===== src/rtl/pcal6416a_pkg.sv =====
// Shared definitions for the PCAL6416A target model and its controller:
// register addresses, FSM state encoding and reset values.
package pcal6416a_pkg;

  localparam logic [7:0] REG_IN0    = 8'h00;
  localparam logic [7:0] REG_IN1    = 8'h01;
  localparam logic [7:0] REG_OUT0   = 8'h02;
  localparam logic [7:0] REG_OUT1   = 8'h03;
  localparam logic [7:0] REG_CFG0   = 8'h06;
  localparam logic [7:0] REG_CFG1   = 8'h07;
  localparam logic [7:0] REG_MASK0  = 8'h4A;
  localparam logic [7:0] REG_MASK1  = 8'h4B;
  localparam logic [7:0] REG_ISTAT0 = 8'h4C;
  localparam logic [7:0] REG_ISTAT1 = 8'h4D;

  localparam logic [15:0] RST_PINS_OUT = 16'hFFFF;
  localparam logic [15:0] RST_PINS_DIR = 16'hFFFF;
  localparam logic [15:0] RST_MASK     = 16'hFFFF;
  localparam logic [7:0]  RST_PTR      = 8'h00;

  typedef enum logic [3:0] {
    ST_IDLE,
    ST_ADDR,
    ST_ADDR_ACK,
    ST_CMD,
    ST_CMD_ACK,
    ST_WR_BYTE,
    ST_WR_ACK,
    ST_RD_BYTE,
    ST_RD_ACK,
    ST_WAIT_STOP
  } i2c_state_e;

  // Auto-increment stays inside the low/high register pair.
  function automatic logic [7:0] pair_next(input logic [7:0] p);
    return {p[7:1], ~p[0]};
  endfunction

endpackage


===== src/rtl/pcal6416a_target_line_sync.sv =====
// Synchronizes raw SCL/SDA and produces single-cycle edge and bus-condition strobes.
module i2c_line_sync (
  input  logic clk,
  input  logic reset,
  input  logic scl_in,
  input  logic sda_in,
  output logic sda,
  output logic scl_rise,
  output logic scl_fall,
  output logic start,
  output logic stop
);

  logic [1:0] scl_ff;
  logic [1:0] sda_ff;
  logic       scl_q;
  logic       sda_q;
  logic       scl;

  // Idle bus is high on both lines, so reset the chain to 1 to avoid false edges.
  always_ff @(posedge clk) begin
    if (reset) begin
      scl_ff <= 2'b11;
      sda_ff <= 2'b11;
      scl_q  <= 1'b1;
      sda_q  <= 1'b1;
    end else begin
      scl_ff <= {scl_ff[0], scl_in};
      sda_ff <= {sda_ff[0], sda_in};
      scl_q  <= scl_ff[1];
      sda_q  <= sda_ff[1];
    end
  end

  assign scl      = scl_ff[1];
  assign sda      = sda_ff[1];
  assign scl_rise = scl & ~scl_q;
  assign scl_fall = ~scl & scl_q;
  assign start    = scl & scl_q & sda_q & ~sda;
  assign stop     = scl & scl_q & ~sda_q & sda;

endmodule


===== src/rtl/pcal6416a_target.sv =====
// I2C target emulating the PCAL6416A 16-bit expander register map.
// SDA output changes are deferred HOLD_CLKS cycles after each SCL fall.
module pcal6416a_target
  import pcal6416a_pkg::*;
#(
  parameter logic [6:0] ADDR      = 7'h20,
  parameter int         HOLD_CLKS = 4
) (
  input  logic        clk,
  input  logic        reset,
  input  logic        scl_in,
  input  logic        sda_in,
  output logic        sda_oe,
  input  logic [15:0] pins_in,
  output logic [15:0] pins_out,
  output logic [15:0] pins_dir,
  output logic        int_n,
  output logic        busy
);

  // state        | meaning
  // ST_IDLE      | not addressed, waiting for START
  // ST_ADDR      | shifting in address + R/W
  // ST_ADDR_ACK  | acknowledging our address
  // ST_CMD       | shifting in the register pointer
  // ST_CMD_ACK   | acknowledging the pointer byte
  // ST_WR_BYTE   | shifting in a write data byte
  // ST_WR_ACK    | acknowledging write data; register updates on this SCL rise
  // ST_RD_BYTE   | shifting out reg[ptr]
  // ST_RD_ACK    | sampling the controller's ACK/NACK
  // ST_WAIT_STOP | read ended with NACK, bus released

  localparam logic [7:0] HOLD_LD = 8'(HOLD_CLKS);

  i2c_state_e  state;
  logic        sda_s, scl_rise, scl_fall, start, stop;
  logic [3:0]  bit_cnt;
  logic [7:0]  shreg, ptr, wr_data, rd_byte, hold_cnt;
  logic        rw, got_ack, pend_oe;
  logic [15:0] mask, snap, last_read, status;
  logic [15:0] clr, last_read_nxt, status_nxt;

  i2c_line_sync u_sync (
    .clk      (clk),
    .reset    (reset),
    .scl_in   (scl_in),
    .sda_in   (sda_in),
    .sda      (sda_s),
    .scl_rise (scl_rise),
    .scl_fall (scl_fall),
    .start    (start),
    .stop     (stop)
  );

  always_comb begin
    case (ptr)
      REG_IN0:    rd_byte = snap[7:0];
      REG_IN1:    rd_byte = snap[15:8];
      REG_OUT0:   rd_byte = pins_out[7:0];
      REG_OUT1:   rd_byte = pins_out[15:8];
      REG_CFG0:   rd_byte = pins_dir[7:0];
      REG_CFG1:   rd_byte = pins_dir[15:8];
      REG_MASK0:  rd_byte = mask[7:0];
      REG_MASK1:  rd_byte = mask[15:8];
      REG_ISTAT0: rd_byte = status[7:0];
      REG_ISTAT1: rd_byte = status[15:8];
      default:    rd_byte = 8'h00;
    endcase
  end

  // Change detection uses the post-clear reference so a pin still differing wins over the clear.
  always_comb begin
    clr = '0;
    if (state == ST_RD_ACK && scl_rise) begin
      if (ptr == REG_IN0)
        clr[7:0] = 8'hFF;
      else if (ptr == REG_IN1)
        clr[15:8] = 8'hFF;
    end
    last_read_nxt = (last_read & ~clr) | (snap & clr);
    status_nxt    = (status & ~clr) | ((pins_in ^ last_read_nxt) & ~mask & pins_dir);
  end

  always_ff @(posedge clk) begin
    if (reset) begin
      last_read <= pins_in;
      status    <= '0;
      int_n     <= 1'b1;
    end else begin
      last_read <= last_read_nxt;
      status    <= status_nxt;
      int_n     <= ~|status_nxt;
    end
  end

  always_ff @(posedge clk) begin
    if (reset) begin
      state    <= ST_IDLE;
      bit_cnt  <= '0;
      shreg    <= '0;
      rw       <= 1'b0;
      got_ack  <= 1'b0;
      ptr      <= RST_PTR;
      snap     <= pins_in;
      wr_data  <= '0;
      pins_out <= RST_PINS_OUT;
      pins_dir <= RST_PINS_DIR;
      mask     <= RST_MASK;
      sda_oe   <= 1'b0;
      pend_oe  <= 1'b0;
      hold_cnt <= '0;
      busy     <= 1'b0;
    end else if (stop) begin
      state    <= ST_IDLE;
      sda_oe   <= 1'b0;
      pend_oe  <= 1'b0;
      hold_cnt <= '0;
      busy     <= 1'b0;
    end else if (start) begin
      state    <= ST_ADDR;
      bit_cnt  <= '0;
      sda_oe   <= 1'b0;
      pend_oe  <= 1'b0;
      hold_cnt <= '0;
    end else begin
      if (hold_cnt != 8'd0) begin
        hold_cnt <= hold_cnt - 8'd1;
        if (hold_cnt == 8'd1)
          sda_oe <= pend_oe;
      end

      if (scl_rise) begin
        case (state)
          ST_ADDR, ST_CMD, ST_WR_BYTE: begin
            shreg   <= {shreg[6:0], sda_s};
            bit_cnt <= bit_cnt + 4'd1;
          end
          ST_RD_BYTE: bit_cnt <= bit_cnt + 4'd1;
          ST_WR_ACK: begin
            case (ptr)
              REG_OUT0:  pins_out[7:0]  <= wr_data;
              REG_OUT1:  pins_out[15:8] <= wr_data;
              REG_CFG0:  pins_dir[7:0]  <= wr_data;
              REG_CFG1:  pins_dir[15:8] <= wr_data;
              REG_MASK0: mask[7:0]      <= wr_data;
              REG_MASK1: mask[15:8]     <= wr_data;
              default: ;
            endcase
            ptr <= pair_next(ptr);
          end
          ST_RD_ACK: begin
            got_ack <= ~sda_s;
            if (!sda_s)
              ptr <= pair_next(ptr);
          end
          default: ;
        endcase
      end

      if (scl_fall) begin
        case (state)
          ST_ADDR: begin
            if (bit_cnt == 4'd8) begin
              if (shreg[7:1] == ADDR) begin
                state    <= ST_ADDR_ACK;
                rw       <= shreg[0];
                busy     <= 1'b1;
                if (shreg[0])
                  snap <= pins_in;
                pend_oe  <= 1'b1;
                hold_cnt <= HOLD_LD;
              end else begin
                state <= ST_IDLE;
              end
            end
          end
          ST_CMD: begin
            if (bit_cnt == 4'd8) begin
              ptr      <= shreg;
              state    <= ST_CMD_ACK;
              pend_oe  <= 1'b1;
              hold_cnt <= HOLD_LD;
            end
          end
          ST_WR_BYTE: begin
            if (bit_cnt == 4'd8) begin
              wr_data  <= shreg;
              state    <= ST_WR_ACK;
              pend_oe  <= 1'b1;
              hold_cnt <= HOLD_LD;
            end
          end
          ST_ADDR_ACK: begin
            bit_cnt  <= '0;
            hold_cnt <= HOLD_LD;
            if (rw) begin
              state   <= ST_RD_BYTE;
              shreg   <= rd_byte;
              pend_oe <= ~rd_byte[7];
            end else begin
              state   <= ST_CMD;
              pend_oe <= 1'b0;
            end
          end
          ST_CMD_ACK, ST_WR_ACK: begin
            bit_cnt  <= '0;
            state    <= ST_WR_BYTE;
            pend_oe  <= 1'b0;
            hold_cnt <= HOLD_LD;
          end
          ST_RD_BYTE: begin
            hold_cnt <= HOLD_LD;
            if (bit_cnt == 4'd8) begin
              state   <= ST_RD_ACK;
              pend_oe <= 1'b0;
            end else begin
              shreg   <= {shreg[6:0], 1'b0};
              pend_oe <= ~shreg[6];
            end
          end
          ST_RD_ACK: begin
            hold_cnt <= HOLD_LD;
            if (got_ack) begin
              state   <= ST_RD_BYTE;
              bit_cnt <= '0;
              shreg   <= rd_byte;
              pend_oe <= ~rd_byte[7];
            end else begin
              state   <= ST_WAIT_STOP;
              pend_oe <= 1'b0;
            end
          end
          default: ;
        endcase
      end
    end
  end

endmodule

===== config.mk =====
export PLATFORM = sky130hd
export DESIGN_NAME = pcal6416a_target
export DESIGN_NICKNAME = d
export VERILOG_FILES = /design/src/rtl/pcal6416a_pkg.sv /design/src/rtl/pcal6416a_target_line_sync.sv /design/src/rtl/pcal6416a_target.sv
export SDC_FILE = /design/constraint.sdc
export NUM_CORES = 1
export LEC_CHECK = 0
export ABC_CLOCK_PERIOD_IN_PS = 2200
export CAP_MARGIN = 20
export CORE_UTILIZATION = 40
export CTS_CLUSTER_DIAMETER = 80
export DETAILED_ROUTE_END_ITERATION = 12
export PLACE_DENSITY = 0.6
export SLEW_MARGIN = 5
export SYNTH_ARGS = -nofsm -noshare
export SYNTH_HDL_FRONTEND = slang
export SYNTH_HIERARCHICAL = 1
export SYNTH_SLANG_ARGS = --single-unit

===== constraint.sdc =====
create_clock -name clk -period 2.2 [get_ports clk]
set_input_delay 0.44 -clock clk [delete_from_list [all_inputs] [get_ports clk]]
set_output_delay 0.44 -clock clk [all_outputs]
set_load 0.05 [all_outputs]

==> results of run 1 <==
==> per-stage QoR <==
step / TNS [ns] / instances / power [W] / instance area, µm² / util [%]
after global placement: -0.09859 / 1203 / 0.003786 / 8929 / 47.26
after CTS: 0 / 1235 / 0.006544 / 9479 / 50.17
final: 0 / 1235 / 0.006484 / 9518 / 50.38
after global routing: 0 / 1235 / 0.006800 / 9518 / 50.38
after detailed placement: -0.06804 / 1203 / 0.003795 / 8929 / 47.26
after floorplan: 0 / 879 / 0.003577 / 7771 / -
==> layout make-up <==
type                    instances  area, µm²  share of cell area, %
repair buffers                122       1117                  11.74
well taps                     260      325.3                  3.418
inverters                       9      33.78                 0.3549
flip-flops and latches        148       3127                  32.85
clock inverters                14      116.4                  1.223
clock buffers                  18      429.2                  4.509
multi-input cells             664       4369                  45.91
==> registers in the layout, indices dropped and copies added (netlist names), 16 cells and up <==
signal,flops
mask,16
last_read,16
snap,16
pins_out,16
pins_dir,16
status,16
==> kinds of logic after synthesis <==
family	count (synthesis)	synth area share, %
and+or+nand+nor	365	24.71
AOI/OAI and AO/OA	169	14.65
DFF	148	40.19
muxes	84	10.98
buffers and inverters	67	4.041
xor gates and xnor gates	41	4.621
adders and majority gates	5	0.8050
==> power by group <==
part | internal, W | switching [W] | total, W
clock | 0.00148 | 0.00127 | 0.00274
sequential | 0.00286 | 0.000120 | 0.00298
combinational | 0.000351 | 0.000410 | 0.000761
total | 0.00469 | 0.00180 | 0.00648
==> synth_stat cells (4+ instances only) <==
cell and n:
a211o_1 23, a21oi_1 46, a221oi_1 9, a22oi_1 6
and2_1 4, buf_1 4, buf_2 14, clkbuf_1 31
dfxtp_1 132, edfxtp_1 16, ha_1 5, inv_1 8
mux2_2 10, mux2i_1 74, nand2_1 119, nand2b_1 5
nand3_1 31, nand3b_1 21, nand4_1 5, nor2_1 62
nor2b_1 51, nor3_1 15, nor3b_1 4, nor4_1 5
o21a_1 4, o21ai_0 36, o2bb2ai_1 6, o31ai_1 4
or2_1 6, or3_1 7, xnor2_1 5, xor2_1 36
==> worst paths after layout <==
kind	from	end	slack, ns	cells past startpoint
worst max-delay path	ptr[2]	shreg[4]	0.04	8
worst min-delay path	reset	bit_cnt[2]	0.30	2
worst max register to register	ptr[2]	shreg[4]	0.04	8
worst min register to register	u_sync/sda_ff[0]	u_sync/sda_ff[1]	0.40	1
==> repair_timing <==
| item | in CTS | in global routing |
|---|---|---|
| gates resized for setup | 1 | 13 |
| gates cloned | 0 | 0 |
| endpoints found under the setup margin | 2 | 40 |
==> layer usage <==
| layer | vias to the layer above | GRT usage [%] |
|---|---|---|
| li1 | 3289 | - |
| met1 | 3201 | 34.84 |
| met2 | 194 | 32.65 |
| met3 | 23 | 3.544 |
| met4 | 0 | 6.961 |
| met5 | - | 0 |
==> flow_summary.json, run 1 <==
{
  "chipWidth_um": 141.4,
  "clock_tree_from_tritoncts": "built",
  "layout-drive-gt1-share_pct": 13.95,
  "timing.slew.headroom_pct": 56.08,
  "initialDrtViolationCount": 567,
  "cts_num_sinks": 148,
  "syn-num-nets": 904,
  "ys_ff_latch": 148,
  "vdd_drop_max_uv": 468.7,
  "grtUsageTotal_pct": 22.84,
  "cp_common_cell": "buf_4",
  "htree_num_levels": 4,
  "layout.cells.most_common": "dfxtp_1",
  "worst_skew_pair.late_latency_ns": 0.43,
  "preCtsSetupSlack_ns": -0.06430,
  "boundaryPins": 55,
  "crit_path_max_incr_delay_ns": 0.48,
  "top_layer_used": "met4",
  "route.detailed.vias_per_inst": 5.431,
  "cts.hold.buffers_added": 0,
  "synth_sequential_area_ratio_pct": 40.19,
  "largest_fanout_of_any_net_on_the_critical_path": 6,
  "area_enclosed_by_the_die_boundary_um2": 19990,
  "dr_wl_met2_um": 9302,
  "synth_edf_count": 16,
  "synthesis.instances": 879,
  "initial_antenna_violation_count": 0,
  "maxSlewViolCount": 0,
  "worst-endpoint-required_ns": 2.50,
  "ys_warn_count": 6,
  "worst-slew-pin-transition_ns": 0.6538,
  "rows": 50,
  "final-setup-viol-count": 0,
  "drv_cap": 0,
  "timing.hold.ws_ns": 0.2982,
  "synth.area.top_cells": "dfxtp_1 34%, mux2i_1 9.5%, edfxtp_1 6.2%",
  "min-delay-path-class": "in -> reg",
  "initial_utilization_pct": 41.13,
  "nets": 987,
  "numCtsBuffers": 17,
  "worstPathBufferInverterCount": 2,
  "drt-total-wl_um": 22170,
  "detail_route.drc_violations": 0,
  "cp_cell_sequence": "and3b_1 > o21a_1 > o311ai_0 > buf_4 > nor2_1 > buf_4 > o21ai_0 > a21oi_1",
  "critical_path.slowest_cell": "dfxtp_1",
  "drt-met1-wl_um": 11430,
  "grt_pass1_wl_um": 35180,
  "route.vias.total": 6707,
  "antenna_cells_inserted": 0,
  "die-height_um": 141.4,
  "ant_nets": 0,
  "layout_worst_path_cycle_share_pct": 98.01,
  "critical_path.startpoint_type": "flip-flop",
  "place.port_buffers": 54,
  "cell_family_with_the_largest_share_of_critical_path_delay": "compound AO/OA/AOI/OAI gates",
  "worst-endpoint-arrival_ns": 2.45,
  "path_clk_slew_ns": 0.07,
  "gp_congestion": 0.8841,
  "area_growth_pct": 22.48,
  "synth_area_per_cell_um2": 8.841,
  "avgRoutedWirePerCell_um": 17.95,
  "critical_path.endpoint_type": "flip-flop",
  "worstSetupPathType": "reg -> reg",
  "p_leak_nw": 3.518,
  "synthDominantCellAreaShare_pct": 34.00,
  "ctsLongestPathBuffers": 2,
  "post-cts-setup-buffer-count": 0,
  "max_freq_ghz": 0.4638,
  "async_flop_share_pct": 0,
  "status": "finished, final reports clean",
  "place_hpwl_um": 15850,
  "global_route.overflow_total": 0,
  "synth_cell_type_count": 76,
  "pin_count_of_the_biggest_net_entering_global_routing": 86,
  "met3RoutedLength_um": 1039,
  "synth_ff_type": "dfxtp_1",
  "timing_hold_violations_final": 0,
  "grt_setup_unrepaired": "no",
  "synth_top_cell_by_area": "dfxtp_1",
  "layout_common_cells": "129 x dfxtp_1, 119 x nand2_1, 74 x mux2i_1",
  "fin_skew_ns": 0.01050,
  "post_synth_instance_area_um2": 7771,
  "final.fill_count": 1862,
  "postLayoutSetupSlackWorst_ns": 0.04376,
  "cellPowerDensity_nw_per_um2": 681.3,
  "cts_root_buffer": "clkbuf_16",
  "fp.coreArea_um2": 18890,
  "detail_route.first_pass.iterations": 5,
  "period_minus_slack_ns": 2.156,
  "via_count_of_the_first_global_routing_pass": 6208
}
(Power assumes the default switching activity.)
==> run 2: changes to the inputs <==
--- a/config.mk
+++ b/config.mk
@@ -11,7 +11,6 @@
 export CTS_CLUSTER_DIAMETER = 80
 export DETAILED_ROUTE_END_ITERATION = 12
 export PLACE_DENSITY = 0.6
-export SLEW_MARGIN = 5
 export SYNTH_ARGS = -nofsm -noshare
 export SYNTH_HDL_FRONTEND = slang
 export SYNTH_HIERARCHICAL = 1
==> results of run 2 <==
Final layout, timing and power as in run 1 (identical DEF).
